File: src/rtl/fptd_pkg.sv
// Shared types and constants for the turbo decoder iteration scheduler.
package fptd_pkg;

    localparam int unsigned DEF_MAX_ITER = 16;
    localparam int unsigned DEF_ET_RUNS  = 2;

    typedef enum logic [2:0] {
        IDLE  = 3'd0,
        CLEAR = 3'd1,
        ODD   = 3'd2,
        EVEN  = 3'd3,
        DONE  = 3'd4
    } fptd_state_e;

    // Registered Moore outputs of the scheduler
    typedef struct packed {
        logic ready;
        logic nclear;
        logic en_odd;
        logic en_even;
        logic busy;
        logic out_valid;
    } fptd_outs_t;

    // Counter width able to hold 0..max_iter
    function automatic int unsigned fptd_iter_w(input int unsigned max_iter);
        return $clog2(max_iter + 1);
    endfunction

    // Output pattern for a given state
    function automatic fptd_outs_t fptd_decode(input fptd_state_e st);
        fptd_outs_t o;
        o = '{ready: 1'b0, nclear: 1'b1, en_odd: 1'b0, en_even: 1'b0,
              busy: 1'b0, out_valid: 1'b0};
        case (st)
            IDLE:    o.ready     = 1'b1;
            CLEAR:   begin o.nclear  = 1'b0; o.busy = 1'b1; end
            ODD:     begin o.en_odd  = 1'b1; o.busy = 1'b1; end
            EVEN:    begin o.en_even = 1'b1; o.busy = 1'b1; end
            DONE:    o.out_valid = 1'b1;
            default: o.ready     = 1'b1;
        endcase
        return o;
    endfunction

endpackage

File: src/rtl/fptd_iter_ctrl_if.sv
// Control/handshake bundle between frame loader, scheduler and downstream.
interface fptd_iter_ctrl_if #(
    parameter int unsigned ITER_W = fptd_pkg::fptd_iter_w(fptd_pkg::DEF_MAX_ITER)
) ();
    import fptd_pkg::*;

    logic              Start;
    logic              Ready;
    logic [ITER_W-1:0] CfgIter;
    logic              CfgEtEn;
    logic              Abort;
    logic              Stable;
    logic              nClear;
    logic              EnOdd;
    logic              EnEven;
    logic              Busy;
    logic [ITER_W-1:0] IterCount;
    logic              EarlyStop;
    logic              OutValid;
    logic              OutReady;

    // Loader / downstream side
    modport master (
        output Start, CfgIter, CfgEtEn, Abort, Stable, OutReady,
        input  Ready, nClear, EnOdd, EnEven, Busy, IterCount, EarlyStop, OutValid
    );

    // Scheduler side
    modport slave (
        input  Start, CfgIter, CfgEtEn, Abort, Stable, OutReady,
        output Ready, nClear, EnOdd, EnEven, Busy, IterCount, EarlyStop, OutValid
    );

endinterface

File: src/rtl/fptd_et_detect.sv
// Saturating counter of consecutive stable iterations for early termination.
module fptd_et_detect #(
    parameter int unsigned ET_RUNS = 2
) (
    input  logic Clock,
    input  logic Reset,
    input  logic clr,
    input  logic step,
    input  logic stable,
    output logic hit_c
);
    localparam int unsigned    RUN_W   = $clog2(ET_RUNS + 1);
    localparam logic [RUN_W-1:0] RUN_MAX = RUN_W'(ET_RUNS);

    logic [RUN_W-1:0] run;

    // Count stable iterations, restart on any unstable one
    always_ff @(posedge Clock or posedge Reset) begin
        if (Reset) begin
            run <= '0;
        end else if (clr) begin
            run <= '0;
        end else if (step) begin
            if (!stable)
                run <= '0;
            else if (run != RUN_MAX)
                run <= run + RUN_W'(1);
        end
    end

    // Threshold reached counting the iteration being closed now
    assign hit_c = stable && ((32'(run) + 32'd1) >= ET_RUNS);

endmodule

File: src/rtl/fptd_iter_ctrl.sv
// Iteration scheduler for the fully parallel turbo decoder PE array.
module fptd_iter_ctrl import fptd_pkg::*; #(
    parameter int unsigned MAX_ITER = DEF_MAX_ITER,
    parameter int unsigned ET_RUNS  = DEF_ET_RUNS
) (
    input logic             Clock,
    input logic             Reset,
    fptd_iter_ctrl_if.slave bus
);
    localparam int unsigned       ITER_W  = fptd_iter_w(MAX_ITER);
    localparam logic [ITER_W-1:0] LIM_MAX = ITER_W'(MAX_ITER);

    fptd_state_e       state;
    fptd_outs_t        outs;
    logic [ITER_W-1:0] limit;
    logic [ITER_W-1:0] iter_cnt;
    logic              et_en;
    logic              early;

    logic [ITER_W-1:0] cfg_lim_c;
    logic [ITER_W-1:0] iter_inc_c;
    logic              last_iter_c;
    logic              accept_c;
    logic              et_step_c;
    logic              et_hit_c;

    // Clamp the requested limit into 1..MAX_ITER
    always_comb begin
        cfg_lim_c = bus.CfgIter;
        if (bus.CfgIter == '0)
            cfg_lim_c = ITER_W'(1);
        else if (32'(bus.CfgIter) > MAX_ITER)
            cfg_lim_c = LIM_MAX;
    end

    // Iteration bookkeeping and handshake qualifiers
    always_comb begin
        iter_inc_c  = iter_cnt + ITER_W'(1);
        last_iter_c = (iter_inc_c == limit);
        accept_c    = (state == IDLE) && bus.Start && !bus.Abort;
        et_step_c   = (state == EVEN) && !bus.Abort;
    end

    fptd_et_detect #(
        .ET_RUNS (ET_RUNS)
    ) u_et (
        .Clock  (Clock),
        .Reset  (Reset),
        .clr    (accept_c),
        .step   (et_step_c),
        .stable (bus.Stable),
        .hit_c  (et_hit_c)
    );

    // Scheduler FSM with registered outputs, counter and config latches
    always_ff @(posedge Clock or posedge Reset) begin
        if (Reset) begin
            state    <= IDLE;
            outs     <= fptd_decode(IDLE);
            limit    <= ITER_W'(1);
            iter_cnt <= '0;
            et_en    <= 1'b0;
            early    <= 1'b0;
        end else if (bus.Abort && (state != IDLE)) begin
            state <= IDLE;
            outs  <= fptd_decode(IDLE);
        end else begin
            case (state)
                IDLE: begin
                    if (accept_c) begin
                        state    <= CLEAR;
                        outs     <= fptd_decode(CLEAR);
                        limit    <= cfg_lim_c;
                        et_en    <= bus.CfgEtEn;
                        iter_cnt <= '0;
                        early    <= 1'b0;
                    end
                end
                CLEAR: begin
                    state <= ODD;
                    outs  <= fptd_decode(ODD);
                end
                ODD: begin
                    state <= EVEN;
                    outs  <= fptd_decode(EVEN);
                end
                EVEN: begin
                    iter_cnt <= iter_inc_c;
                    if (last_iter_c) begin
                        state <= DONE;
                        outs  <= fptd_decode(DONE);
                        early <= 1'b0;
                    end else if (et_en && et_hit_c) begin
                        state <= DONE;
                        outs  <= fptd_decode(DONE);
                        early <= 1'b1;
                    end else begin
                        state <= ODD;
                        outs  <= fptd_decode(ODD);
                    end
                end
                DONE: begin
                    if (bus.OutReady) begin
                        state <= IDLE;
                        outs  <= fptd_decode(IDLE);
                    end
                end
                default: begin
                    state <= IDLE;
                    outs  <= fptd_decode(IDLE);
                end
            endcase
        end
    end

    // Drive the bus from the registered outputs
    assign bus.Ready     = outs.ready;
    assign bus.nClear    = outs.nclear;
    assign bus.EnOdd     = outs.en_odd;
    assign bus.EnEven    = outs.en_even;
    assign bus.Busy      = outs.busy;
    assign bus.OutValid  = outs.out_valid;
    assign bus.IterCount = iter_cnt;
    assign bus.EarlyStop = early;

endmodule

File: src/flat_wrapper.sv
// flat-port wrapper written by rule: the top's interface ports become plain ports
module fptd_iter_ctrl_flat import fptd_pkg::*;
#(
    parameter int unsigned MAX_ITER = DEF_MAX_ITER,
    parameter int unsigned ET_RUNS  = DEF_ET_RUNS
)
  (Clock, Reset, bus_Start, bus_CfgIter, bus_CfgEtEn, bus_Abort, bus_Stable, bus_OutReady, bus_Ready, bus_nClear, bus_EnOdd, bus_EnEven, bus_Busy, bus_IterCount, bus_EarlyStop, bus_OutValid);
  fptd_iter_ctrl_if #(.ITER_W((fptd_iter_w((16))))) bus_i ();
  input logic Clock;
  input logic Reset;
  input wire logic [$bits(bus_i.Start)-1:0] bus_Start;
  input wire logic [$bits(bus_i.CfgIter)-1:0] bus_CfgIter;
  input wire logic [$bits(bus_i.CfgEtEn)-1:0] bus_CfgEtEn;
  input wire logic [$bits(bus_i.Abort)-1:0] bus_Abort;
  input wire logic [$bits(bus_i.Stable)-1:0] bus_Stable;
  input wire logic [$bits(bus_i.OutReady)-1:0] bus_OutReady;
  output wire logic [$bits(bus_i.Ready)-1:0] bus_Ready;
  output wire logic [$bits(bus_i.nClear)-1:0] bus_nClear;
  output wire logic [$bits(bus_i.EnOdd)-1:0] bus_EnOdd;
  output wire logic [$bits(bus_i.EnEven)-1:0] bus_EnEven;
  output wire logic [$bits(bus_i.Busy)-1:0] bus_Busy;
  output wire logic [$bits(bus_i.IterCount)-1:0] bus_IterCount;
  output wire logic [$bits(bus_i.EarlyStop)-1:0] bus_EarlyStop;
  output wire logic [$bits(bus_i.OutValid)-1:0] bus_OutValid;
  assign bus_i.Start = bus_Start;
  assign bus_i.CfgIter = bus_CfgIter;
  assign bus_i.CfgEtEn = bus_CfgEtEn;
  assign bus_i.Abort = bus_Abort;
  assign bus_i.Stable = bus_Stable;
  assign bus_i.OutReady = bus_OutReady;
  assign bus_Ready = bus_i.Ready;
  assign bus_nClear = bus_i.nClear;
  assign bus_EnOdd = bus_i.EnOdd;
  assign bus_EnEven = bus_i.EnEven;
  assign bus_Busy = bus_i.Busy;
  assign bus_IterCount = bus_i.IterCount;
  assign bus_EarlyStop = bus_i.EarlyStop;
  assign bus_OutValid = bus_i.OutValid;
  fptd_iter_ctrl #(.MAX_ITER(MAX_ITER), .ET_RUNS(ET_RUNS)) u_core (.Clock(Clock), .Reset(Reset), .bus(bus_i));
endmodule
File: config.mk
export PLATFORM = sky130hd
export DESIGN_NAME = fptd_iter_ctrl_flat
export DESIGN_NICKNAME = d
export VERILOG_FILES = /design/src/rtl/fptd_pkg.sv /design/src/rtl/fptd_iter_ctrl_if.sv /design/src/rtl/fptd_et_detect.sv /design/src/rtl/fptd_iter_ctrl.sv /design/src/flat_wrapper.sv
export SDC_FILE = /design/constraint.sdc
export NUM_CORES = 1
export LEC_CHECK = 0
export ABC_CLOCK_PERIOD_IN_PS = 1800
export CAP_MARGIN = 20
export CORE_ASPECT_RATIO = 1.2
export CORE_MARGIN = 4
export CORE_UTILIZATION = 45
export DETAILED_ROUTE_END_ITERATION = 6
export PLACE_DENSITY = 0.74
export SLEW_MARGIN = 20
export SYNTH_ARGS = -nofsm -noshare
export SYNTH_HDL_FRONTEND = slang
export SYNTH_HIERARCHICAL = 1
export SYNTH_SLANG_ARGS = --single-unit
File: constraint.sdc
create_clock -name Clock -period 1.8 [get_ports Clock]
set_clock_uncertainty 0.2 [all_clocks]
set_input_delay 0.54 -clock Clock [delete_from_list [all_inputs] [get_ports Clock]]
set_output_delay 0.54 -clock Clock [all_outputs]
set_load 0.02 [all_outputs]
==> results of run 1 <==
power by group through the flow:
| stage | Sequential, uW | Combinational (uW) | Clock (uW) |
|---|---|---|---|
| global route | 630 | 509 | 276 |
| detailed placement | 626 | 425 | 0 |
| finish | 621 | 470 | 241 |
| CTS | 620 | 428 | 246 |
| global placement | 625 | 413 | 0 |
| floorplan | 653 | 203 | 0 |
cell usage in the layout, fill, tap and decap left out, drive strengths merged, types with 4 or more instances in the layout:
| cell | count |
|---|---|
| inv | 6 |
| clkdlybuf4s50 | 9 |
| nand2b | 4 |
| o21ai | 12 |
| buf | 33 |
| xor2 | 4 |
| dfrtp | 19 |
| nor2 | 6 |
| clkbuf | 6 |
| nand2 | 15 |
| nor2b | 4 |
| xnor2 | 5 |
state kept, by name (all words and copies together) (netlist names):
register and flops:
u_core/state 3, u_core/bus.IterCount 5, u_core/bus.Ready 1, u_core/bus.EnOdd 1
u_core/bus.nClear 1, u_core/limit 5, u_core/bus.EnEven 1, u_core/u_et/run 2
u_core/bus.Busy 1, u_core/et_en 1, u_core/bus.EarlyStop 1
repair_timing:
| item | CTS | global route |
|---|---|---|
| setup buffers | 1 | 2 |
| gates resized for setup | 45 | 17 |
| hold buffers | 0 | 0 |
| setup endpoints to repair | 22 | 20 |
| pin swaps | 1 | 4 |
cell families after synthesis:
group	after synthesis
AND/OR/NAND/NOR	43
buffers and inverters	10
multiplexers	2
flip-flops	22
XOR/XNOR	9
AO/OA/AOI/OAI	30
adder cells (fa/ha/maj)	3
final timing paths:
check	depth (start not counted)	endpoint
min in group Clock	2	u_core/limit[3]
worst min register to register	2	u_core/limit[3]
worst min-delay path	2	u_core/u_et/run[0]
max in group asynchronous	3	u_core/limit[0]
worst max register to register	5	u_core/state[1]
worst max-delay path	5	u_core/state[1]
through the flow:
step / hold WS [ns] / power (uW) / setup TNS (ns) / util, % / cells
after floorplan: 0.08118 / 856.0 / -0.06613 / - / 119
after global placement: 0.2655 / 1038 / -5.528 / 65.39 / 195
after detailed placement: 0.2832 / 1050 / -6.549 / 65.39 / 195
after CTS: 0.1760 / 1294 / -0.3725 / 68.43 / 200
after global routing: 0.1776 / 1414 / -0.5908 / 69.71 / 202
final: 0.1791 / 1332 / -0.2474 / 69.71 / 202
area by class of cell:
class | count | area, um2
inverter | 6 | 22.52
fill | 220 | 773.2
multi-input combinational | 87 | 705.7
clock buffer | 4 | 26.28
tap | 33 | 41.29
timing repair buffer | 50 | 425.4
sequential | 22 | 558.0
worst max-delay path: stages, from the launching register on:
cell and delay, ns:
dfrtp_2 0.45, ha_4 0.29, xnor2_2 0.11, nand2_2 0.10, o41ai_4 0.48, a2111oi_2 0.13
layer usage:
metal	GRT usage, %	vias to the layer above	wire length (um)
li1	-	521	-
met1	20.48	527	1185
met2	35.50	34	1681
met3	3.785	4	167
met4	6.687	0	53
met5	0	-	0
==> metrics, run 1 <==
vias in the first global route=1138; Synth Area in Compound Gates=19.23%; Post-Synth XOR/XNOR Area=7.135%; Hold WC Path Type=input port to asynchronous set/reset pin; Worst-Skew Late Latency=0.31 ns; CP Max Fanout=4; vias=1086; first-pass GRT wire length=5257 um; Int Power=895.4 uW; Total GRT Usage=18.77%; gr ovfl total=0; cts bufs inserted=3; Rel. slew slack=73.15%; starting density of the core=47.40%; mux cell area share after synthesis=1.861%; die footprint=0.003586 mm2; Max clock buf depth=2; DP Wirelength=2244 um; startpoint class of the critical path=register; largest net degree at the start of global routing=21; synth cell count leaders=dfrtp_1 (19), nand2_1 (15), o21ai_0 (11); Sw Share=32.80%; initial antenna violation count=0; max_cap viols=0; Final nets=185; Synth warnings=6; synthesis-stage register bit count=22; I/O pin cnt=24; Placer Congestion=0.7918; Net Sw Power=437.0 uW; CTS root buffer=clkbuf_4; Comb power frac=35.2%; failing checks=setup timing; Synth Net Count=134; Clock power frac=18.1%; Hold Violations, Final=0; reg-to-reg startpoint=u_core/bus.IterCount[0]; antenna viol nets, final=0; Critical Path Source=u_core/bus.IterCount[0]; top post-synthesis cells by area=dfrtp_1 (39%), dfstp_2 (6.5%), nand2_1 (4.7%); design area=0.001779 mm2; TritonCTS clock tree=done; initial drt markers=20; largest family of logic cells by synthesized area=simple AND/OR/NAND/NOR gates; dpl ws=-0.4093 ns; r2r setup slk=-0.08 ns; FFs w/ async S/R, synth=100.0%; row cnt=20; Post-synth EDFFs=0; Setup violations, final=4; proportion of netlist area held by the largest area contributor=39.30%; residual DRC count=0; crit path DAT=1.86 ns; Seq pwr share=46.6%; LEAKAGE=0.0008039 uW; synthesized instance count=119; VDD IR max=0.0005370 V; die height=64.80 um; Core Footprint=0.002552 mm2; Detailed Route WL=3088 um; status=complete, but fails checks; post-synthesis sequential area ratio=45.81%; largest area contributor in the netlist=dfrtp_1; fmax=0.5328 GHz; PwrDens=748.8 mW/mm2; die extent in x=55.34 um; first-pass iteration count of the detailed router=5; WL per Instance=15.29 um; Synth Area in Adders=3.102%; Area Growth Syn to Fin=47.05%; CP Capture Type=register; I/O Buffers=23; Slew @ Worst Pin=0.3972 ns; ratio of cells with drive above 1 in the final layout=38.46%; count leader, synth=dfrtp_1; clock slew seen by the registers of the worst setup and hold paths=0.12 ns; Post-Synth Simple-Gate Area=19.34%; final period utilization=104.3%; Via-to-Cell Ratio=5.376; unrepaired setup endpoints after global routing=true; Final min period=1.877 ns; total clock sinks=22; Setup CP Type=register to register; n_diodes=0; Most used DFF post-synth=dfrtp_1; post-synthesis area per instance=10.17 um2; worst setup margin=-0.07685 ns; H-Tree Depth=1; unique cell type count in the Yosys netlist=42; Pins Over Slew Limit=0; Cell Area, Synth=0.001210 mm2; Critical Path RT=1.79 ns; cell area after placement=0.001669 mm2
Power figures use the tool's default switching activity.
==> run 2: changes to the inputs <==
==> constraint.sdc (replaced) <==
create_clock -name Clock -period 1.8 [get_ports Clock]
set_clock_uncertainty 0.2 [all_clocks]
set_input_delay 0.54 -clock Clock [delete_from_list [all_inputs] [get_ports Clock]]
set_output_delay 0.54 -clock Clock [all_outputs]
set_load 0.005 [all_outputs]
==> run 2 against run 1 <==
Compared with the run above: the flow still finishes with violations (setup timing); sequential power about the same; count of clock-buffer cells in the layout down 1; global-route usage up 0.79 points; sequential cell count unchanged; final cell count up 5.4%; via count up 7.4%; register-to-register slack worse by 0.12 ns; first-iteration DRC count down 40%; critical path depth up 1.
==> metrics, run 2 (synthesized netlist as in run 1, its figures left out) <==
Pins Over Slew Limit=0 (unchanged); Max clock buf depth=2 (unchanged); Worst path max stage delay=0.49 ns (was 0.48 ns); fmax=0.5020 GHz (was 0.5328 GHz); ratio of cells with drive above 1 in the final layout=43.33% (was 38.46%); die extent in x=55.34 um (unchanged); most common cell after layout, fill and taps aside=buf_4 (unchanged); residual DRC count=0 (unchanged); Via-to-Cell Ratio=5.474 (was 5.376); failing checks=setup timing (unchanged); CP Capture Type=register (unchanged); Slew @ Worst Pin=0.4044 ns (was 0.3972 ns); Setup violations, final=6 (was 4); slowest CP cell=o41ai_4 (unchanged); row cnt=20 (unchanged); max_cap viols=0 (unchanged); startpoint class of the critical path=register (unchanged); worst path bufs/invs=1 (was 0); worst setup margin=-0.1920 ns (was -0.07685 ns); grt met2 use=38.31% (was 35.50%); fin cells=213 (was 202); Core Footprint=0.002552 mm2 (unchanged); Rel. slew slack=72.79% (was 73.15%); TritonCTS clock tree=done (unchanged); Placer Congestion=0.8185 (was 0.7918); gr ovfl total=0 (unchanged); unrepaired setup endpoints after global routing=true (unchanged); final period utilization=110.7% (was 104.3%); vias=1166 (was 1086); first-pass iteration count of the detailed router=4 (was 5); clock slew seen by the registers of the worst setup and hold paths=0.13 ns (was 0.12 ns); antenna viol nets, final=0 (unchanged); VDD IR max=0.0006232 V (was 0.0005370 V); Detailed Route WL=3247 um (was 3088 um); Setup CP Type=register to register (unchanged); grt peak-use layer=met2 (unchanged); WL per Instance=15.24 um (was 15.29 um); critical path, cell by cell=buf_6 > ha_4 > xnor2_2 > nand2_2 > o41ai_4 > a2111oi_2 (was ha_4 > xnor2_2 > nand2_2 > o41ai_4 > a2111oi_2); PwrDens=779.4 mW/mm2 (was 748.8 mW/mm2); die footprint=0.003586 mm2 (unchanged); total clock sinks=22 (unchanged); DP Wirelength=2215 um (was 2244 um); CP Max Fanout=4 (unchanged); initial antenna violation count=0 (unchanged); Final min period=1.992 ns (was 1.877 ns); Top Family by Delay on Critical Path=compound AO/OA/AOI/OAI gates (unchanged); Area Growth Syn to Fin=57.29% (was 47.05%); cell count after placement=195 (unchanged); Final nets=196 (was 185); n_diodes=0 (unchanged); status=complete, but fails checks (unchanged); die height=64.80 um (unchanged); initial drt markers=12 (was 20); CTS root buffer=clkbuf_4 (unchanged); crit path DAT=1.98 ns (was 1.86 ns); Worst-Skew Late Latency=0.32 ns (was 0.31 ns); vias in the first global route=1236 (was 1138); I/O pin cnt=24 (unchanged); largest net degree at the start of global routing=21 (unchanged); Hold WC Path Type=input port to asynchronous set/reset pin (unchanged); I/O Buffers=23 (unchanged); Total GRT Usage=19.56% (was 18.77%); LEAKAGE=0.0008949 uW (was 0.0008039 uW); Hold Violations, Final=0 (unchanged); hold_buf cts=0 (unchanged); Setup TNS=-0.8515 ns (was -0.2474 ns); first-pass GRT wire length=5506 um (was 5257 um); met3 usage=4.183% (was 3.785%); starting density of the core=47.40% (unchanged); met1 Use GR=19.70% (was 20.48%); H-Tree Depth=1 (unchanged); cts bufs inserted=3 (unchanged); Critical Path RT=1.79 ns (about the same); commonest non-fill, non-tap cells in the layout=buf_4 (35), dfrtp_1 (16), nand2_1 (13) (was buf_4 (24), dfrtp_1 (16), nand2_1 (13))
-- run 2: layer usage --
layer / share of wire (%) / vias to the layer above
li1: - / 547
met1: 38 / 576
met2: 54 / 37
met3: 6.2 / 6
met4: 1.9 / 0
met5: 0 / -
-- run 2: timing repair --
item                                    4_1_cts  5_1_grt
gates resized for setup                      40       16
endpoints found under the setup margin       24       20
pin swaps                                     2        6
buffers inserted                             12        3
gates cloned                                  0        0
endpoints found under the hold margin         0        0
-- run 2: layout make-up --
cell class | instances | area [um2]
clock buffer | 3 | 22.52
clock inverter | 1 | 30.03
fill | 183 | 649.4
inverter | 6 | 22.52
multi-input combinational | 87 | 721.9
sequential | 22 | 558.0
tap | 33 | 41.29
timing repair buffer | 61 | 506.7
-- run 2: report_power, final --
group	switching, uW	leakage [uW]	internal (uW)
registers	49.7	0.000277	568
clock network	158	0.0000279	225
logic	215	0.000590	267
-- run 2: worst paths after layout --
path	end	start	cells past startpoint	slack, ns
setup / recovery	u_core/state[1]	u_core/bus.IterCount[1]	6	-0.19
hold / removal	u_core/u_et/run[0]	Reset	2	0.19
setup reg to reg	u_core/state[1]	u_core/bus.IterCount[1]	6	-0.19
hold reg to reg	u_core/limit[0]	u_core/limit[0]	2	0.30
max in group asynchronous	u_core/bus.nClear	Reset	3	0.77
min in group Clock	u_core/limit[0]	u_core/limit[0]	2	0.30
-- run 2: stage by stage --
| stage | total power [uW] | hold slack (ns) | area (um2) | worst slack [ns] | util, % |
|---|---|---|---|---|---|
| floorplan | 822.8 | 0.08118 | 1224 | 0.01372 | - |
| global placement | 983.7 | 0.2681 | 1655 | -0.4110 | 64.85 |
| detailed placement | 996.9 | 0.2767 | 1655 | -0.4763 | 64.85 |
| CTS | 1443 | 0.1902 | 1853 | -0.1487 | 72.60 |
| global route | 1568 | 0.1904 | 1903 | -0.2733 | 74.56 |
| finish | 1483 | 0.1932 | 1903 | -0.1920 | 74.56 |
==> edit 1 (settings of run 1) <==
Make the reset (`Reset`) synchronous in 2 clocked blocks.
--- a/src/rtl/fptd_et_detect.sv
+++ b/src/rtl/fptd_et_detect.sv
@@ -15,7 +15,7 @@
     logic [RUN_W-1:0] run;
 
     // Count stable iterations, restart on any unstable one
-    always_ff @(posedge Clock or posedge Reset) begin
+    always_ff @(posedge Clock) begin
         if (Reset) begin
             run <= '0;
         end else if (clr) begin
--- a/src/rtl/fptd_iter_ctrl.sv
+++ b/src/rtl/fptd_iter_ctrl.sv
@@ -53,7 +53,7 @@
     );
 
     // Scheduler FSM with registered outputs, counter and config latches
-    always_ff @(posedge Clock or posedge Reset) begin
+    always_ff @(posedge Clock) begin
         if (Reset) begin
             state    <= IDLE;
             outs     <= fptd_decode(IDLE);
Function: differs if Reset is asserted again (counterexample within 4 cycles, from zero or initial values and one cycle with Reset high); with Reset held inactive, the same outputs for 10 cycles.
==> edit 1 against run 1 <==
Area after synthesis is 3.4% lower. Worst setup slack better by 120 ps. Sequential cell count stayed put. Critical path depth up 1. Register-to-register slack gained 150 ps. Final area fell by 6.1%. Largest cell class unchanged. Routed wire length down 5.1%.
Power is not compared: it rests on default switching activity, and its combinational part moved more than twofold at a synthesized area within 25%.
==> edit 1: results <==
export IMPL_synth_fa_ha_area_share_pct=3.21
export IMPL_synthMuxAreaShare_pct=0
export IMPL_synth_common_cells="dfxtp_1 (22), nand2_1 (15), a21oi_1 (11), nor2_1 (8)"
export IMPL_async_flop_share_pct=0
export IMPL_nNetsFinal=196
export IMPL_cp_arrival_ps=1760
export IMPL_dp_hpwl_um=2240
export IMPL_worst_hold_slack_ps=276
export IMPL_drive_gt1_share_pct=29.4
export IMPL_num_vias=1139
export IMPL_clock_root_buffer="clkbuf_4"
export IMPL_status="finished, final reports clean"
export IMPL_yosysSeqAreaShare_pct=37.7
export IMPL_ctsResizeCount=25
export IMPL_reg2reg_to="u_core/limit[0]$_SDFFE_PP1P_"
export IMPL_vias_per_cell=5.40
export IMPL_hp_class="reg -> reg"
export IMPL_synth_area_top_cells="dfxtp_1 (38%), nand2_1 (4.8%), a21oi_1 (4.7%)"
export IMPL_dp_cells=207
export IMPL_synthXorXnorAreaFrac_pct=6.42
export IMPL_r2r_start="u_core/state[2]$_SDFFE_PP0P_"
export IMPL_grt_pass1_vias=1126
export IMPL_synth_area_per_cell_um2=8.59
export IMPL_postPlaceCellArea_um2=1570
export IMPL_gp_congestion=0.813
export IMPL_synth_compound_area_share_pct=20.8
export IMPL_crit_slowest_cell="clkdlybuf4s50_1"
export IMPL_path_delay_family="buffers and inverters"
export IMPL_track_usage_pct=18.2
export IMPL_rrSetupSlack_ps=70
export IMPL_path_max_fanout=5
export IMPL_post_cts_setup_buffer_count=0
export IMPL_wl_per_cell_um=13.9
export IMPL_synth_nets=151
export IMPL_final_min_clock_period_ps=1750
export IMPL_grt_pass1_wl_um=4800
export IMPL_cpPeakStageDelay_ps=530
export IMPL_grt_max_degree=13
[edit 1: cell types whose count changed in the layout (fill, tap and decap cells not counted), sizes merged, moves of 4 or more]
cell	run 1	this run
buf	33	22
dfrtp	19	0
nand3b	2	6
a21oi	2	12
dfxtp	0	22
dlygate4sd2	2	8
o21ai	12	7
[edit 1: area by class of cell]
type,count,area [µm²]
well taps,31,38.8
multi-input cells,102,733
inverters,7,38.8
fillers,191,707
clock buffers,4,36.3
repair buffers,45,378
flip-flops and latches,22,445
[edit 1: routing by layer]
metal	routed length, µm	GRT usage [%]	up-vias
li1	-	-	575
met5	0	0	-
met1	1240	21.1	522
met2	1490	31.0	35
met4	69	9.66	0
met3	140	2.33	7
[edit 1: power groups by stage]
stage,Clock (mW),Sequential [mW],Combinational (mW)
finish,0.276,0.516,0.197
global route,0.312,0.518,0.214
CTS,0.288,0.516,0.191
detailed placement,0,0.528,0.188
global placement,0,0.528,0.183
floorplan,0,0.538,0.0821
==> edit 2 (config.mk and constraints of run 1) <==
Made on the original files. `DEF_ET_RUNS`: 2 -> 1.
--- a/src/rtl/fptd_pkg.sv
+++ b/src/rtl/fptd_pkg.sv
@@ -2,7 +2,7 @@
 package fptd_pkg;
 
     localparam int unsigned DEF_MAX_ITER = 16;
-    localparam int unsigned DEF_ET_RUNS  = 2;
+    localparam int unsigned DEF_ET_RUNS  = 1;
 
     typedef enum logic [2:0] {
         IDLE  = 3'd0,
Check against the original RTL: not equivalent (a bounded check fails within 10 cycles, from zero or initial values and one cycle with Reset high).
==> edit 2 against run 1 <==
The flow still finishes with violations (negative setup slack). Non-clock buffer count decreased by 6. Final area decreased by 9.9%. Area after synthesis decreased by 13%. Highest routed layer unchanged. Sequential power decreased by 6.3%. Final cell count decreased by 12%. Critical endpoint unchanged. Via count decreased by 13%. Power increased by 0.36%. Routed wire length decreased by 7.4%. Sequential cell count decreased by 2. Largest power group unchanged. Count of clock-buffer cells in the layout unchanged. Worst setup slack got worse by 9.0 ps.
==> edit 2: results <==
export IMPL_vias_per_cell=5.36
export IMPL_leakage_nw=0.709
export IMPL_clock_latency_ps=290
export IMPL_grt_pass1_wl_um=4650
export IMPL_nNetsFinal=161
export IMPL_gp_congestion=0.818
export IMPL_ir_drop_mv=0.729
export IMPL_dp_hpwl_um=1870
export IMPL_track_usage_pct=20.0
export IMPL_path_delay_family="flip-flops"
export IMPL_nFillCells=138
export IMPL_violations="negative setup slack"
export IMPL_synth_nets=117
export IMPL_htreeDepth=1
export IMPL_num_vias=948
export IMPL_hp_class="reg -> reg"
export IMPL_crit_slowest_cell="dfrtp_2"
export IMPL_port_buffers=23
export IMPL_path_clk_slew_ps=120
export IMPL_routed_wl_um=2860
export IMPL_path_max_fanout=4
export IMPL_syn_inst=104
export IMPL_cpPeakStageDelay_ps=450
export IMPL_dr_pass1_iters=4
export IMPL_drt_iter0_drc=25
export IMPL_worst_slew_pin_slew_ps=488
export IMPL_drive_gt1_share_pct=42.2
export IMPL_setup_viol=4
export IMPL_setup_slack_ps=-85.8
export IMPL_status="finished with violations"
## edit 2: final timing paths
check / start / to / slack [ps] / cells after the start
max: u_core/bus.IterCount[0]$_DFFE_PP0P_ / u_core/state[1]$_DFFE_PP0P_ / -90 / 6
min: u_core/limit[0]$_DFFE_PP1P_ / u_core/limit[0]$_DFFE_PP1P_ / 290 / 2
max reg2reg: u_core/bus.IterCount[0]$_DFFE_PP0P_ / u_core/state[1]$_DFFE_PP0P_ / -90 / 6
min reg2reg: u_core/limit[0]$_DFFE_PP1P_ / u_core/limit[0]$_DFFE_PP1P_ / 290 / 2
max in group asynchronous: Reset / u_core/limit[0]$_DFFE_PP1P_ / 780 / 3
min in group asynchronous: Reset / u_core/state[0]$_DFFE_PP0P_ / 350 / 3
## edit 2: metrics by stage
| step | setup TNS, ps | hold WS [ps] | utilization, % | instance area, µm² | worst slack (ps) |
|---|---|---|---|---|---|
| 4_1_cts | -181 | 301 | 75.3 | 1610 | -49.2 |
| 2_1_floorplan | -66.1 | 257 | - | 1070 | -34.0 |
| 5_1_grt | -504 | 345 | 74.9 | 1600 | -141 |
| 3_5_place_dp | -6170 | 281 | 68.2 | 1460 | -426 |
| 6_report | -267 | 293 | 74.9 | 1600 | -85.8 |
| 3_3_place_gp | -4840 | 270 | 68.2 | 1460 | -346 |
## edit 2: cell type report
class | instances | share of cell area [%]
clock buffers | 4 | 2.26
well taps | 30 | 2.34
inverters | 2 | 0.468
repair buffers | 44 | 22.2
flip-flops and latches | 20 | 31.7
multi-input cells | 77 | 41.1
## edit 2: worst register-to-register path: stages (launching register included)
cell and delay [ps]:
dfrtp_2 450, ha_4 290, xnor2_2 110, nand2_2 100, o41ai_4 350, buf_4 200, a2111oi_4 70
## edit 2: timing repair
item,4_1_cts,5_1_grt
resized for setup,47,17
buffers inserted,2,0
pin swaps,9,6
hold buffers,0,0
endpoints found under the hold margin,0,0
setup endpoints to repair,22,21
## edit 2: report_power, final
part | switching (mW) | internal (mW)
Sequential | 0.0575 | 0.525
Clock | 0.138 | 0.123
Combinational | 0.251 | 0.242
## edit 2: per-layer routing
| metal | share of wire [%] | track usage (%) | routed length [µm] | up-vias |
|---|---|---|---|---|
| li1 | - | - | - | 456 |
| met1 | 41 | 23.7 | 1160 | 463 |
| met2 | 54 | 36.8 | 1540 | 25 |
| met3 | 3.9 | 3.69 | 111 | 4 |
| met4 | 1.5 | 5.47 | 42 | 0 |
| met5 | 0 | 0 | 0 | - |
